===== src/rtl/spart_pkg.sv =====
`default_nettype none
// ============================================================================
//  Module      : spart_pkg
//  Description : Shared constants and types for the SPART word receiver.
//  Revision    : 1.0 - initial release
// ============================================================================
package spart_pkg;

   localparam int BAUD_DIV_DEF   = 163;  // clk cycles per 16x tick (38400 baud @ 100 MHz)
   localparam int OVERSAMPLE_DEF = 16;   // ticks per serial bit
   localparam int WORD_W         = 24;
   localparam int BYTE_W         = 8;

   typedef enum logic [1:0] {
      IDLE  = 2'd0,
      START = 2'd1,
      DATA  = 2'd2,
      STOP  = 2'd3
   } rx_state_t;

endpackage
`default_nettype wire


===== src/rtl/spart_rx_byte.sv =====
`default_nettype none
// ============================================================================
//  Module      : spart_rx_byte
//  Description : Serial byte receiver: 2-flop synchronizer, free-running
//                oversample tick generator and start/data/stop bit FSM.
//  Revision    : 1.0 - initial release
// ============================================================================
module spart_rx_byte
   import spart_pkg::*;
#(
   parameter int BAUD_DIV   = BAUD_DIV_DEF,
   parameter int OVERSAMPLE = OVERSAMPLE_DEF
) (
   input  logic              clk,
   input  logic              rst,
   input  logic              i_rx,
   output logic [BYTE_W-1:0] o_byte,
   output logic              o_byte_vld,
   output logic              o_byte_ferr
);

   localparam int c_DIV_W  = (BAUD_DIV > 1) ? $clog2(BAUD_DIV) : 1;
   localparam int c_SAMP_W = (OVERSAMPLE > 1) ? $clog2(OVERSAMPLE) : 1;

   logic                r_sync1, r_sync2, r_rx_d;
   logic [c_DIV_W-1:0]  r_tick_cnt;
   rx_state_t           r_state, w_state_nxt;
   logic [c_SAMP_W-1:0] r_samp_cnt, w_samp_nxt;
   logic [2:0]          r_bit_cnt, w_bit_nxt;
   logic [BYTE_W-1:0]   r_shift, w_shift_nxt;
   logic                w_tick, w_fall, w_rx;
   logic                w_mid, w_end;

   assign w_rx   = r_sync2;
   assign w_fall = r_rx_d & ~r_sync2;
   assign w_tick = (r_tick_cnt == c_DIV_W'(BAUD_DIV - 1));
   // Mid-bit point of the start bit, and the full-bit point for data/stop.
   assign w_mid  = (r_samp_cnt == c_SAMP_W'(OVERSAMPLE / 2 - 1));
   assign w_end  = (r_samp_cnt == c_SAMP_W'(OVERSAMPLE - 1));
   assign o_byte = r_shift;

   // Synchronize the line (idle high) and keep one more stage for edge detect.
   always_ff @(posedge clk or posedge rst) begin
      if (rst) begin
         r_sync1 <= 1'b1;
         r_sync2 <= 1'b1;
         r_rx_d  <= 1'b1;
      end else begin
         r_sync1 <= i_rx;
         r_sync2 <= r_sync1;
         r_rx_d  <= r_sync2;
      end
   end

   // Free-running oversample tick divider.
   always_ff @(posedge clk or posedge rst) begin
      if (rst)         r_tick_cnt <= '0;
      else if (w_tick) r_tick_cnt <= '0;
      else             r_tick_cnt <= r_tick_cnt + c_DIV_W'(1);
   end

   // Bit FSM state and datapath registers.
   always_ff @(posedge clk or posedge rst) begin
      if (rst) begin
         r_state    <= IDLE;
         r_samp_cnt <= '0;
         r_bit_cnt  <= '0;
         r_shift    <= '0;
      end else begin
         r_state    <= w_state_nxt;
         r_samp_cnt <= w_samp_nxt;
         r_bit_cnt  <= w_bit_nxt;
         r_shift    <= w_shift_nxt;
      end
   end

   // Next-state logic; byte strobes fire combinationally on the stop sample.
   always_comb begin
      w_state_nxt = r_state;
      w_samp_nxt  = r_samp_cnt;
      w_bit_nxt   = r_bit_cnt;
      w_shift_nxt = r_shift;
      o_byte_vld  = 1'b0;
      o_byte_ferr = 1'b0;
      case (r_state)
         IDLE: begin
            if (w_fall) begin
               w_state_nxt = START;
               w_samp_nxt  = '0;
            end
         end
         START: begin
            if (w_tick) begin
               if (w_mid) begin
                  w_samp_nxt  = '0;
                  w_bit_nxt   = '0;
                  // A line that has returned high was only a glitch.
                  w_state_nxt = w_rx ? IDLE : DATA;
               end else begin
                  w_samp_nxt = r_samp_cnt + c_SAMP_W'(1);
               end
            end
         end
         DATA: begin
            if (w_tick) begin
               if (w_end) begin
                  w_samp_nxt  = '0;
                  w_shift_nxt = {w_rx, r_shift[BYTE_W-1:1]};
                  w_bit_nxt   = r_bit_cnt + 3'd1;
                  if (r_bit_cnt == 3'd7) w_state_nxt = STOP;
               end else begin
                  w_samp_nxt = r_samp_cnt + c_SAMP_W'(1);
               end
            end
         end
         STOP: begin
            if (w_tick) begin
               if (w_end) begin
                  w_samp_nxt  = '0;
                  w_state_nxt = IDLE;
                  o_byte_vld  = w_rx;
                  o_byte_ferr = ~w_rx;
               end else begin
                  w_samp_nxt = r_samp_cnt + c_SAMP_W'(1);
               end
            end
         end
         default: w_state_nxt = IDLE;
      endcase
   end

endmodule
`default_nettype wire


===== src/rtl/spart_rx_word.sv =====
`default_nettype none
// ============================================================================
//  Module      : spart_rx_word
//  Description : Assembles three received bytes big-endian into a 24-bit
//                word, holds it for the processor and flags loss/framing.
//  Revision    : 1.0 - initial release
// ============================================================================
module spart_rx_word
   import spart_pkg::*;
#(
   parameter int BAUD_DIV   = BAUD_DIV_DEF,
   parameter int OVERSAMPLE = OVERSAMPLE_DEF
) (
   input  logic              clk,
   input  logic              rst,
   input  logic              rx_in,
   input  logic              chip_enable,
   input  logic              r_w,
   output logic [WORD_W-1:0] data_out,
   output logic              drdy,
   output logic              ack,
   output logic              overrun,
   output logic              frame_err
);

   logic [BYTE_W-1:0]   w_byte;
   logic                w_vld, w_ferr;
   logic [1:0]          r_byte_cnt;
   logic [15:0]         r_acc;
   logic [WORD_W-1:0]   r_data;
   logic                r_drdy, r_ack, r_overrun, r_frame_err;
   logic                w_word_done, w_read, w_load, w_ovr_set;

   spart_rx_byte #(
      .BAUD_DIV   (BAUD_DIV),
      .OVERSAMPLE (OVERSAMPLE)
   ) u_rx_byte (
      .clk         (clk),
      .rst         (rst),
      .i_rx        (rx_in),
      .o_byte      (w_byte),
      .o_byte_vld  (w_vld),
      .o_byte_ferr (w_ferr)
   );

   assign w_word_done = w_vld & (r_byte_cnt == 2'd2);
   assign w_read      = chip_enable & r_w & r_drdy;
   // A simultaneous read frees the holding register for the new word.
   assign w_load      = w_word_done & (~r_drdy | w_read);
   assign w_ovr_set   = w_word_done & r_drdy & ~w_read;

   assign data_out  = r_data;
   assign drdy      = r_drdy;
   assign ack       = r_ack;
   assign overrun   = r_overrun;
   assign frame_err = r_frame_err;

   // Collect the first two bytes; a framing error restarts the word.
   always_ff @(posedge clk or posedge rst) begin
      if (rst) begin
         r_byte_cnt <= 2'd0;
         r_acc      <= '0;
      end else if (w_vld) begin
         case (r_byte_cnt)
            2'd0:    begin r_acc[15:8] <= w_byte; r_byte_cnt <= 2'd1; end
            2'd1:    begin r_acc[7:0]  <= w_byte; r_byte_cnt <= 2'd2; end
            default: r_byte_cnt <= 2'd0;
         endcase
      end else if (w_ferr) begin
         r_byte_cnt <= 2'd0;
      end
   end

   // Holding register, processor handshake and sticky flags (set beats clear).
   always_ff @(posedge clk or posedge rst) begin
      if (rst) begin
         r_data      <= '0;
         r_drdy      <= 1'b0;
         r_ack       <= 1'b0;
         r_overrun   <= 1'b0;
         r_frame_err <= 1'b0;
      end else begin
         if (w_load) begin
            r_data <= {r_acc, w_byte};
            r_drdy <= 1'b1;
         end else if (w_read) begin
            r_drdy <= 1'b0;
         end
         r_ack       <= w_read;
         r_overrun   <= w_ovr_set | (r_overrun & ~w_read);
         r_frame_err <= w_ferr | (r_frame_err & ~w_read);
      end
   end

endmodule
`default_nettype wire


===== config.mk =====
export PLATFORM = sky130hd
export DESIGN_NAME = spart_rx_word
export DESIGN_NICKNAME = d
export VERILOG_FILES = /design/src/rtl/spart_pkg.sv /design/src/rtl/spart_rx_byte.sv /design/src/rtl/spart_rx_word.sv
export SDC_FILE = /design/constraint.sdc
export NUM_CORES = 1
export LEC_CHECK = 0
export ABC_CLOCK_PERIOD_IN_PS = 3600
export BUFFER_PORTS_ARGS = -buffer_cell sky130_fd_sc_hd__buf_2
export CORE_MARGIN = 2
export CORE_UTILIZATION = 25
export CTS_BUF_LIST = sky130_fd_sc_hd__clkbuf_4 sky130_fd_sc_hd__clkbuf_8 sky130_fd_sc_hd__clkbuf_16
export DETAILED_ROUTE_END_ITERATION = 16
export HOLD_SLACK_MARGIN = 0.1
export SKIP_CTS_REPAIR_TIMING = 1
export SLEW_MARGIN = 5
export SYNTH_ARGS = -nofsm -noshare
export SYNTH_HDL_FRONTEND = slang
export SYNTH_SLANG_ARGS = --single-unit

===== constraint.sdc =====
create_clock -name clk -period 3.6 [get_ports clk]
set_clock_uncertainty 0.2 [all_clocks]
set_input_delay 0.18 -clock clk [delete_from_list [all_inputs] [get_ports clk]]
set_output_delay 0.18 -clock clk [all_outputs]
set_load 0.1 [all_outputs]

==> flow_summary.ini, run 1 <==
[drt]
finalWirelength_um = 5560
drcViolationCount = 0
ant_nets = 0
viasPerCell = 4.19
wl_per_cell_um = 12.6
vias = 1854
firstDrtPassIters = 4
drt-initial-drc-count = 87

[grt]
grt_pass1_wl_um = 9610
antenna_found_initial = 0
grt_overflow = 0
grt_usage_pct = 9.34
grt_max_degree = 50
grt_pass1_vias = 1887

[floorplan]
fp.dieH_um = 115
start_util_pct = 25.7
die_x_um = 115
core_sq_mm = 0.0121
die_area_sq_mm = 0.0133
ios = 33
fp-row-count = 40

[timing]
worst_slew_pin_slew_ns = 0.779
drv_slew = 0
setup_violations = 0
slew_headroom_pct = 47.7
hold_viol = 0
finalSetupTns_ns = 0
max_freq_mhz = 386
post-route-period-util_pct = 72.0
fin_crit_ns = 2.59
rsz0062_at_grt = no

[placed_design]
place_inst = 422
place.gp.congestion = 0.706
port-buffer-count = 32
hpwl_um = 3740

[synthesis]
yosysWarningCount = 0
synth_common_cells = 71 x dfrtp_1, 47 x mux2_2, 12 x nand2_1, 10 x nor2_1
ys_ff_latch = 74
netlist_instances = 225
syn_area_sq_mm = 0.00311
synth-main-ff-cell = dfrtp_1
synth_edf_count = 0
synth_nets = 239
synth_top_area_share_pct = 57.2
synth.most_common_cell = dfrtp_1
yosys-top-cells-area = dfrtp_1 57%, mux2_2 17%, ha_1 3.6%, dfstp_2 2.5%, nand2_1 1.5%
ys_seq_area_share_pct = 59.8
async_flop_share_pct = 100
ys_types = 37
avgSynthCellArea_sq_um = 13.8
yosysTopAreaCell = dfrtp_1

[setup_path]
reg2reg_depth = 8
r2r-start = u_rx_byte.r_tick_cnt[0]$_DFF_PP0_
critPathSlowestCell = or3_4
slowest_delay_ns = 0.43
worst-path-buf-inv = 2
critPathKind = reg -> reg
cp-end-kind = flip-flop
path_max_fanout = 24
critPathRequiredTime_ns = 3.62
cp_top_family = simple AND/OR/NAND/NOR gates
r2r_setup_slack_ns = 1.01
crit_path_start_kind = flip-flop
worstPathCellList = inv_1 > ha_1 > nor3b_2 > nand3_4 > or3_4 > a21oi_4 > buf_4 > mux2_2
timing.rr.end = data_out[13]$_DFFE_PP0P_
critical_path_arrival_ns = 2.61

[job]
drv_cap = 0

[pwr]
p_per_area_mw_per_mm2 = 534
leakage_nw = 1.92
ir_drop_mv = 0.267

[cts]
insertion_delay_ns = 0.33
cts_max_level = 3
cts_buffer_depth = 2
cts.clk_slew.worst_paths_ns = 0.06
clock_sinks = 74
cts_tree = yes
numCtsBuffers = 9
root_buffer = clkbuf_16

[worst_hold_path]
min_to = u_rx_byte.r_sync2$_DFF_PP1_
hp-class = reg -> reg
worstHoldStart = u_rx_byte.r_sync1$_DFF_PP1_
whs_path_depth = 0

[finish]
n_antenna_cell = 0
fin_cells = 443
finalNetCount = 284
area_delta_synth_final_pct = 22.8
fillers = 1225
drive_gt1_share_pct = 39.3

[outcome]
status = complete, no violations
-- flip-flops by register name, indices dropped and copies added (netlist names), 2 cells and up, named ones only --
register              cells
data_out                 24
r_acc                    16
r_byte_cnt                2
u_rx_byte.o_byte          8
u_rx_byte.r_bit_cnt       3
u_rx_byte.r_samp_cnt      4
u_rx_byte.r_tick_cnt      8
-- worst max-delay path by stage --
stage,endpoint,from,cells after the start
after floorplan,data_out[10]$_DFFE_PP0P_,u_rx_byte.r_tick_cnt[0]$_DFF_PP0_,8
after global placement,data_out[14]$_DFFE_PP0P_,u_rx_byte.r_tick_cnt[0]$_DFF_PP0_,8
after detailed placement,data_out[3]$_DFFE_PP0P_,u_rx_byte.r_tick_cnt[0]$_DFF_PP0_,8
after CTS,data_out[11]$_DFFE_PP0P_,u_rx_byte.r_tick_cnt[0]$_DFF_PP0_,8
after global routing,data_out[16]$_DFFE_PP0P_,u_rx_byte.r_tick_cnt[0]$_DFF_PP0_,8
final,data_out[13]$_DFFE_PP0P_,u_rx_byte.r_tick_cnt[0]$_DFF_PP0_,8
-- final cells by class --
class / instances / area, sq um / share of cell area, %
clock buffer: 9 / 225 / 5.91
clock inverter: 7 / 81.3 / 2.13
inverter: 9 / 33.8 / 0.886
multi-input combinational: 137 / 1180 / 31.0
sequential: 74 / 1860 / 48.7
tap: 168 / 210 / 5.51
timing repair buffer: 39 / 225 / 5.91
-- through the flow --
stage | hold WS [ns] | utilization [%] | total power [mW] | area [sq um] | setup WS (ns)
finish | 0.157 | 31.6 | 2.04 | 3810 | 1.01
global route | 0.164 | 31.6 | 2.15 | 3810 | 0.845
CTS | -0.284 | 31.2 | 2.06 | 3760 | 0.979
detailed placement | 0.0712 | 28.7 | 1.13 | 3460 | 1.01
global placement | 0.0667 | 28.7 | 1.13 | 3460 | 1.04
floorplan | -0.0155 | - | 1.09 | 3110 | 1.21
-- placed cells by master (no fill, tap or decap), types with 3 or more instances in the layout --
cell type	instances
and3_1	3
buf_2	32
clkbuf_16	9
dfrtp_1	71
dfstp_2	3
dlygate4sd3_1	5
ha_1	9
inv_1	8
inv_6	5
mux2_2	47
mux2i_1	3
nand2_1	12
nand2b_1	3
nand3_1	8
nor2_1	10
nor3_1	5
o21ai_0	5
xnor2_1	3
xor2_1	4
-- routing by layer --
metal	vias up	part of all wire (%)	global-route usage (%)
met5	-	0	0
met2	29	49	14.3
li1	885	-	-
met3	8	4.6	3.40
met4	0	1.0	3.37
met1	932	45	12.2
-- cells by family after synthesis --
group	share of synthesized area (%)
xor gates and xnor gates	1.97
and+or+nand+nor	9.83
AOI/OAI and AO/OA	3.91
adders and majority gates	3.63
DFF	59.8
muxes	18.7
buffers and inverters	2.18
-- report_power, final --
group	switching, mW	internal (mW)
registers	0.0195	0.855
logic	0.157	0.0886
clock network	0.367	0.548
No activity file was read; power rests on OpenSTA's default activity.
==> inputs of run 2 (changes only) <==
--- a/config.mk
+++ b/config.mk
@@ -5,7 +5,8 @@
 export SDC_FILE = /design/constraint.sdc
 export NUM_CORES = 1
 export LEC_CHECK = 0
-export ABC_CLOCK_PERIOD_IN_PS = 3600
+export ABC_AREA = 1
+export ABC_CLOCK_PERIOD_IN_PS = 2100
 export BUFFER_PORTS_ARGS = -buffer_cell sky130_fd_sc_hd__buf_2
 export CORE_MARGIN = 2
 export CORE_UTILIZATION = 25
==> constraint.sdc (replaced) <==
create_clock -name clk -period 2.1 [get_ports clk]
set_clock_uncertainty 0.2 [all_clocks]
set_input_delay 0.105 -clock clk [delete_from_list [all_inputs] [get_ports clk]]
set_output_delay 0.105 -clock clk [all_outputs]
set_load 0.1 [all_outputs]
==> run 2 against run 1 <==
Compared with the run above: the flow now finishes with violations (negative setup slack); area after synthesis rose by 0.16%; count of clock-buffer cells in the layout did not move; clock power rose by 72%; worst hold slack got worse by 0.0026 ns; largest cell class unchanged; largest power group unchanged; via count rose by 25%; non-clock buffer count rose by 10; critical path type unchanged; sequential share of layout area fell by 2.3 points; combinational power rose by 110%.
==> flow_summary.ini, run 2 <==
[floorplan]
die_x_um = 116
start_util_pct = 25.8
ios = 33
core_sq_mm = 0.0121
fp-row-count = 40
die_area_sq_mm = 0.0134
fp.dieH_um = 116

[setup_path]
worstPathCellList = inv_1 > ha_1 > nand2_2 > nor2_4 > nand2_4 > nor3_4 > buf_6 > nand3_4 > clkbuf_16 > nand2_1 > o21ai_0
path_max_fanout = 24
worst-path-buf-inv = 3
critPathKind = reg -> reg
cp_top_family = simple AND/OR/NAND/NOR gates
slowest_delay_ns = 0.38
crit_path_start_kind = flip-flop
cp-end-kind = flip-flop
critPathRequiredTime_ns = 2.11
critPathSlowestCell = dfrtp_1
critical_path_arrival_ns = 2.14

[grt]
antenna_found_initial = 0
grt_pass1_vias = 2199
met1_usage_pct = 11.3
met2_usage_pct = 15.4
grt_overflow = 0
grt.met3_usage_pct = 3.14
grt_usage_pct = 9.38
grt_max_degree = 75
grt_busiest_layer = met2
grt_pass1_wl_um = 9940

[synthesis]
ys_ff_latch = 74
async_flop_share_pct = 100
synth.most_common_cell = nand2_1
synth_xor_area_share_pct = 0.563
netlist_instances = 338
synth_top_area_share_pct = 57.1
synth_top_family_by_area = simple AND/OR/NAND/NOR gates
synth_edf_count = 0
yosysWarningCount = 0
ys_seq_area_share_pct = 59.7
yosys.area_share.simple_pct = 17.3
synthMuxAreaShare_pct = 0
ys_types = 27
synthAdderAreaFrac_pct = 3.62
avgSynthCellArea_sq_um = 9.20
synth_compound_area_share_pct = 11.5
yosys-top-cells-area = dfrtp_1 57%, nand2_1 11%, o21ai_0 7.9%, inv_1 5.3%, ha_1 3.6%
synth-main-ff-cell = dfrtp_1
synth_nets = 352
yosysTopAreaCell = dfrtp_1
synth_common_cells = 94 x nand2_1, 71 x dfrtp_1, 49 x o21ai_0, 44 x inv_1, 15 x nor2_1
syn_area_sq_mm = 0.00311

[drt]
firstDrtPassIters = 4
viasPerCell = 4.12
ant_nets = 0
drcViolationCount = 0
wl_per_cell_um = 11.4
finalWirelength_um = 6390
drt-initial-drc-count = 174
vias = 2322

[timing]
drv_slew = 0
rsz0062_at_grt = yes
slew_headroom_pct = 67.6
max_freq_mhz = 470
worst_slack_ns = -0.0298
finalSetupTns_ns = -0.133
hold_viol = 0
setup_violations = 7
post-route-period-util_pct = 101
worst_slew_pin_slew_ns = 0.490
fin_crit_ns = 2.13

[finish]
postLayoutCellArea_sq_mm = 0.00400
fin_cells = 563
largest_register_ffs = 24
finalNetCount = 404
drive_gt1_share_pct = 21.8
regArea_sq_mm = 0.00186
most-common-layout-cells = 90 x nand2_1, 71 x dfrtp_1, 43 x inv_1
fillers = 1242
area_delta_synth_final_pct = 28.6
n_antenna_cell = 0
layout_commonest_cell = nand2_1
multi_input_area_sq_mm = 0.00109

[pwr]
p_per_area_mw_per_mm2 = 906
ir_drop_mv = 0.436
internal-power_mw = 2.59
pwr-share-clk_pct = 43.4
switching_share_pct = 28.4
pwr-share-comb_pct = 14.4
p_sw_mw = 1.03
leakage_nw = 1.91
seqPwrFrac_pct = 42.2

[placed_design]
port-buffer-count = 32
postPlaceCellArea_sq_mm = 0.00349
hpwl_um = 3890
post-place-ws_ns = -0.00233
place.gp.congestion = 0.718
place_inst = 532

[outcome]
status = complete, but fails checks
violations = negative setup slack

[cts]
numCtsBuffers = 9
root_buffer = clkbuf_16
cts.clk_slew.worst_paths_ns = 0.06
cts_max_level = 3
cts_buffer_depth = 2
clock_sinks = 74
insertion_delay_ns = 0.33
cts_tree = yes

[job]
drv_cap = 0

[worst_hold_path]
hp-class = reg -> reg
-- run 2: changes by cell type after synthesis, sizes merged, moves of 5 or more --
cell	change
nand2	+84
o21ai	+57
mux2	-49
inv	+37
nor2	+5
-- run 2: final timing paths --
path | end | from | depth (start not counted) | slack [ns]
max in group asynchronous | u_rx_byte.r_sync1$_DFF_PP1_ | rst | 4 | 1.13
min in group asynchronous | r_acc[15]$_DFFE_PP0P_ | rst | 4 | 0.22
worst min-delay path | u_rx_byte.r_sync2$_DFF_PP1_ | u_rx_byte.r_sync1$_DFF_PP1_ | 0 | 0.15
worst max-delay path | data_out[8]$_DFFE_PP0P_ | u_rx_byte.r_tick_cnt[0]$_DFF_PP0_ | 11 | -0.03
worst min register to register | u_rx_byte.r_sync2$_DFF_PP1_ | u_rx_byte.r_sync1$_DFF_PP1_ | 0 | 0.15
worst max register to register | data_out[8]$_DFFE_PP0P_ | u_rx_byte.r_tick_cnt[0]$_DFF_PP0_ | 11 | -0.03
-- run 2: worst reg2reg max path, cell delays in order, from the launching register on --
cell,delay (ns)
dfrtp_1,0.38
inv_1,0.06
ha_1,0.16
nand2_2,0.07
nor2_4,0.14
nand2_4,0.08
nor3_4,0.31
buf_6,0.15
nand3_4,0.10
clkbuf_16,0.22
nand2_1,0.07
o21ai_0,0.07
-- run 2: layer usage --
| metal | routed length (um) | share of wire (%) |
|---|---|---|
| met1 | 2920 | 46 |
| met2 | 3140 | 49 |
| met3 | 213 | 3.3 |
| met4 | 118 | 1.8 |
| met5 | 0 | 0 |
-- run 2: logic make-up (layout without fill, tap and decap cells) --
group,after synthesis,after routing
and+or+nand+nor,129,130
DFF,74,74
AOI/OAI and AO/OA,67,67
buffers and inverters,57,113
adders and majority gates,9,9
xor gates and xnor gates,2,2
-- run 2: layout make-up --
| type | instances | share of cell area, % |
|---|---|---|
| inverters | 48 | 4.60 |
| clock inverters | 7 | 2.10 |
| flip-flops and latches | 74 | 46.4 |
| multi-input cells | 208 | 27.2 |
| clock buffers | 9 | 5.63 |
| well taps | 168 | 5.25 |
| repair buffers | 49 | 8.85 |
-- run 2: power groups by stage --
stage	logic, mW	clock network (mW)	registers (mW)
floorplan	0.359	0	1.54
global placement	0.444	0	1.55
detailed placement	0.460	0	1.55
CTS	0.464	1.61	1.53
global route	0.603	1.68	1.53
finish	0.522	1.57	1.53
-- run 2: metrics by stage --
step / utilization (%) / total power [mW] / hold slack (ns)
4_1_cts: 31.5 / 3.60 / -0.331
2_1_floorplan: - / 1.90 / -0.0905
3_3_place_gp: 28.9 / 1.99 / 0.0149
3_5_place_dp: 28.9 / 2.01 / 0.0217
6_report: 33.2 / 3.62 / 0.155
5_1_grt: 33.2 / 3.82 / 0.162
==> inputs of run 3 (changes only) <==
--- a/config.mk
+++ b/config.mk
@@ -13,6 +13,7 @@
 export CTS_BUF_LIST = sky130_fd_sc_hd__clkbuf_4 sky130_fd_sc_hd__clkbuf_8 sky130_fd_sc_hd__clkbuf_16
 export DETAILED_ROUTE_END_ITERATION = 16
 export HOLD_SLACK_MARGIN = 0.1
+export PLACE_DENSITY = 0.41
 export SKIP_CTS_REPAIR_TIMING = 1
 export SLEW_MARGIN = 5
 export SYNTH_ARGS = -nofsm -noshare
==> run 3 against run 2 <==
Compared with the run above: the run now ends clean; sequential power hardly changed; die area stayed put; power shrank 0.85%; via count is 0.86% higher; count of clock-buffer cells in the layout grew 3; critical path type unchanged; largest power group unchanged.
==> flow_summary.ini, run 3 (same netlist as run 2, synthesis figures left out) <==
[placed_design]
hpwl_um = 4400
place.gp.congestion = 0.739
place_inst = 535
postPlaceCellArea_sq_mm = 0.00351
port-buffer-count = 32

[cts]
cts_buffer_depth = 2
cts_max_level = 3
clock_sinks = 74
insertion_delay_ns = 0.33
numCtsBuffers = 9
cts_tree = yes
root_buffer = clkbuf_16
cts.clk_slew.worst_paths_ns = 0.06

[finish]
largest_register_ffs = 24
fin_cells = 572
postLayoutCellArea_sq_mm = 0.00411
most-common-layout-cells = 91 x nand2_1, 71 x dfrtp_1, 47 x o21ai_0
multi_input_area_sq_mm = 0.00111
regArea_sq_mm = 0.00186
n_antenna_cell = 0
fillers = 1259
finalNetCount = 413
layout_commonest_cell = nand2_1
drive_gt1_share_pct = 24.0
area_delta_synth_final_pct = 32.2

[timing]
setup_violations = 0
worst_slew_pin_slew_ns = 0.560
rsz0062_at_grt = no
max_freq_mhz = 502
hold_viol = 0
slew_headroom_pct = 62.6
post-route-period-util_pct = 94.8
fin_crit_ns = 1.99
drv_slew = 0

[outcome]
status = complete, no violations

[job]
drv_cap = 0

[floorplan]
core_sq_mm = 0.0121
die_x_um = 116
fp.dieH_um = 116
ios = 33
start_util_pct = 25.8
fp-row-count = 40
die_area_sq_mm = 0.0134

[setup_path]
critPathSlowestCell = dfrtp_1
critical_path_arrival_ns = 2.01
cp-end-kind = flip-flop
path_max_fanout = 12
r2r_setup_slack_ns = 0.11
timing.rr.end = data_out[23]$_DFFE_PP0P_
endpoint = data_out[23]$_DFFE_PP0P_
worstPathCellList = inv_2 > ha_4 > nand2_2 > nor2_4 > nand2_4 > nor3_4 > nand3_4 > clkbuf_16 > nand2_1 > o21ai_0
crit_path_start_kind = flip-flop
r2r-start = u_rx_byte.r_tick_cnt[0]$_DFF_PP0_
reg2reg_depth = 10
critical_path.startpoint = u_rx_byte.r_tick_cnt[0]$_DFF_PP0_
critPathKind = reg -> reg
slowest_delay_ns = 0.38
critPathRequiredTime_ns = 2.12

[drt]
wl_per_cell_um = 12.2
vias = 2342
finalWirelength_um = 7000
firstDrtPassIters = 4
viasPerCell = 4.09
ant_nets = 0
drt-initial-drc-count = 113
drcViolationCount = 0

[grt]
grt_pass1_vias = 2237
grt_max_degree = 50
grt_overflow = 0
grt_usage_pct = 10.4
antenna_found_initial = 0
grt_pass1_wl_um = 10700

[worst_hold_path]
hp-class = reg -> reg

[pwr]
leakage_nw = 1.97
p_per_area_mw_per_mm2 = 874
ir_drop_mv = 0.302
-- run 3: changes by cell type in the layout (fill, tap and decap cells not counted), moves of 2 or more --
cell	previous run	this run
buf_6	3	1
buf_4	6	15
inv_6	2	0
clkbuf_16	10	12
o21ai_1	16	9
clkbuf_4	0	2
o21ai_0	41	47
-- run 3: worst min-delay path by stage --
stage / start / to / slack (ns) / depth (start not counted)
after floorplan: rx_in / u_rx_byte.r_sync1$_DFF_PP1_ / -0.09 / 0
after global placement: rst / data_out[15]$_DFFE_PP0P_ / -0.02 / 2
after detailed placement: rst / r_acc[5]$_DFFE_PP0P_ / -0.01 / 2
after CTS: rst / r_acc[5]$_DFFE_PP0P_ / -0.37 / 2
after global routing: u_rx_byte.r_sync1$_DFF_PP1_ / u_rx_byte.r_sync2$_DFF_PP1_ / 0.16 / 0
final: u_rx_byte.r_sync1$_DFF_PP1_ / u_rx_byte.r_sync2$_DFF_PP1_ / 0.15 / 0
-- run 3: critical path: cells and delay by family (launching register included) --
family | cells | cell delay, ns
fa+ha+maj | 1 | 0.13
flops | 1 | 0.38
simple gates | 6 | 0.78
compound gates | 1 | 0.07
buf+inv | 2 | 0.31
-- run 3: layout make-up --
class	count	area share, %
Clock buffer	12	6.18
Clock inverter	4	1.25
Inverter	48	4.47
Multi-Input combinational cell	208	26.9
Sequential cell	74	45.1
Tap cell	168	5.11
Timing Repair Buffer	58	10.9
-- run 3: where the power goes --
group	internal, mW	switching (mW)	leakage [nW]	total (mW)
Clock	0.979	0.591	0.150	1.57
Sequential	1.48	0.0498	0.994	1.53
Combinational	0.180	0.316	0.830	0.496
-- run 3: metrics by stage --
stage | utilization, % | total power [mW] | worst slack, ns | hold slack (ns) | TNS (ns)
floorplan | - | 1.90 | 0.134 | -0.0905 | 0
detailed placement | 29.1 | 2.01 | -0.0606 | -0.0113 | -0.0816
finish | 34.1 | 3.59 | 0.108 | 0.155 | 0
CTS | 31.6 | 3.61 | -0.0664 | -0.374 | -0.0987
global placement | 29.1 | 2.02 | 0.00154 | -0.0226 | 0
global route | 34.1 | 3.79 | 0.00220 | 0.161 | 0
-- run 3: layer usage --
layer	GRT usage [%]	vias up	part of all wire [%]
met3	3.45	16	3.4
met1	12.2	1099	47
met5	0	-	0
met4	4.82	0	2.6
li1	-	1192	-
met2	17.2	35	47
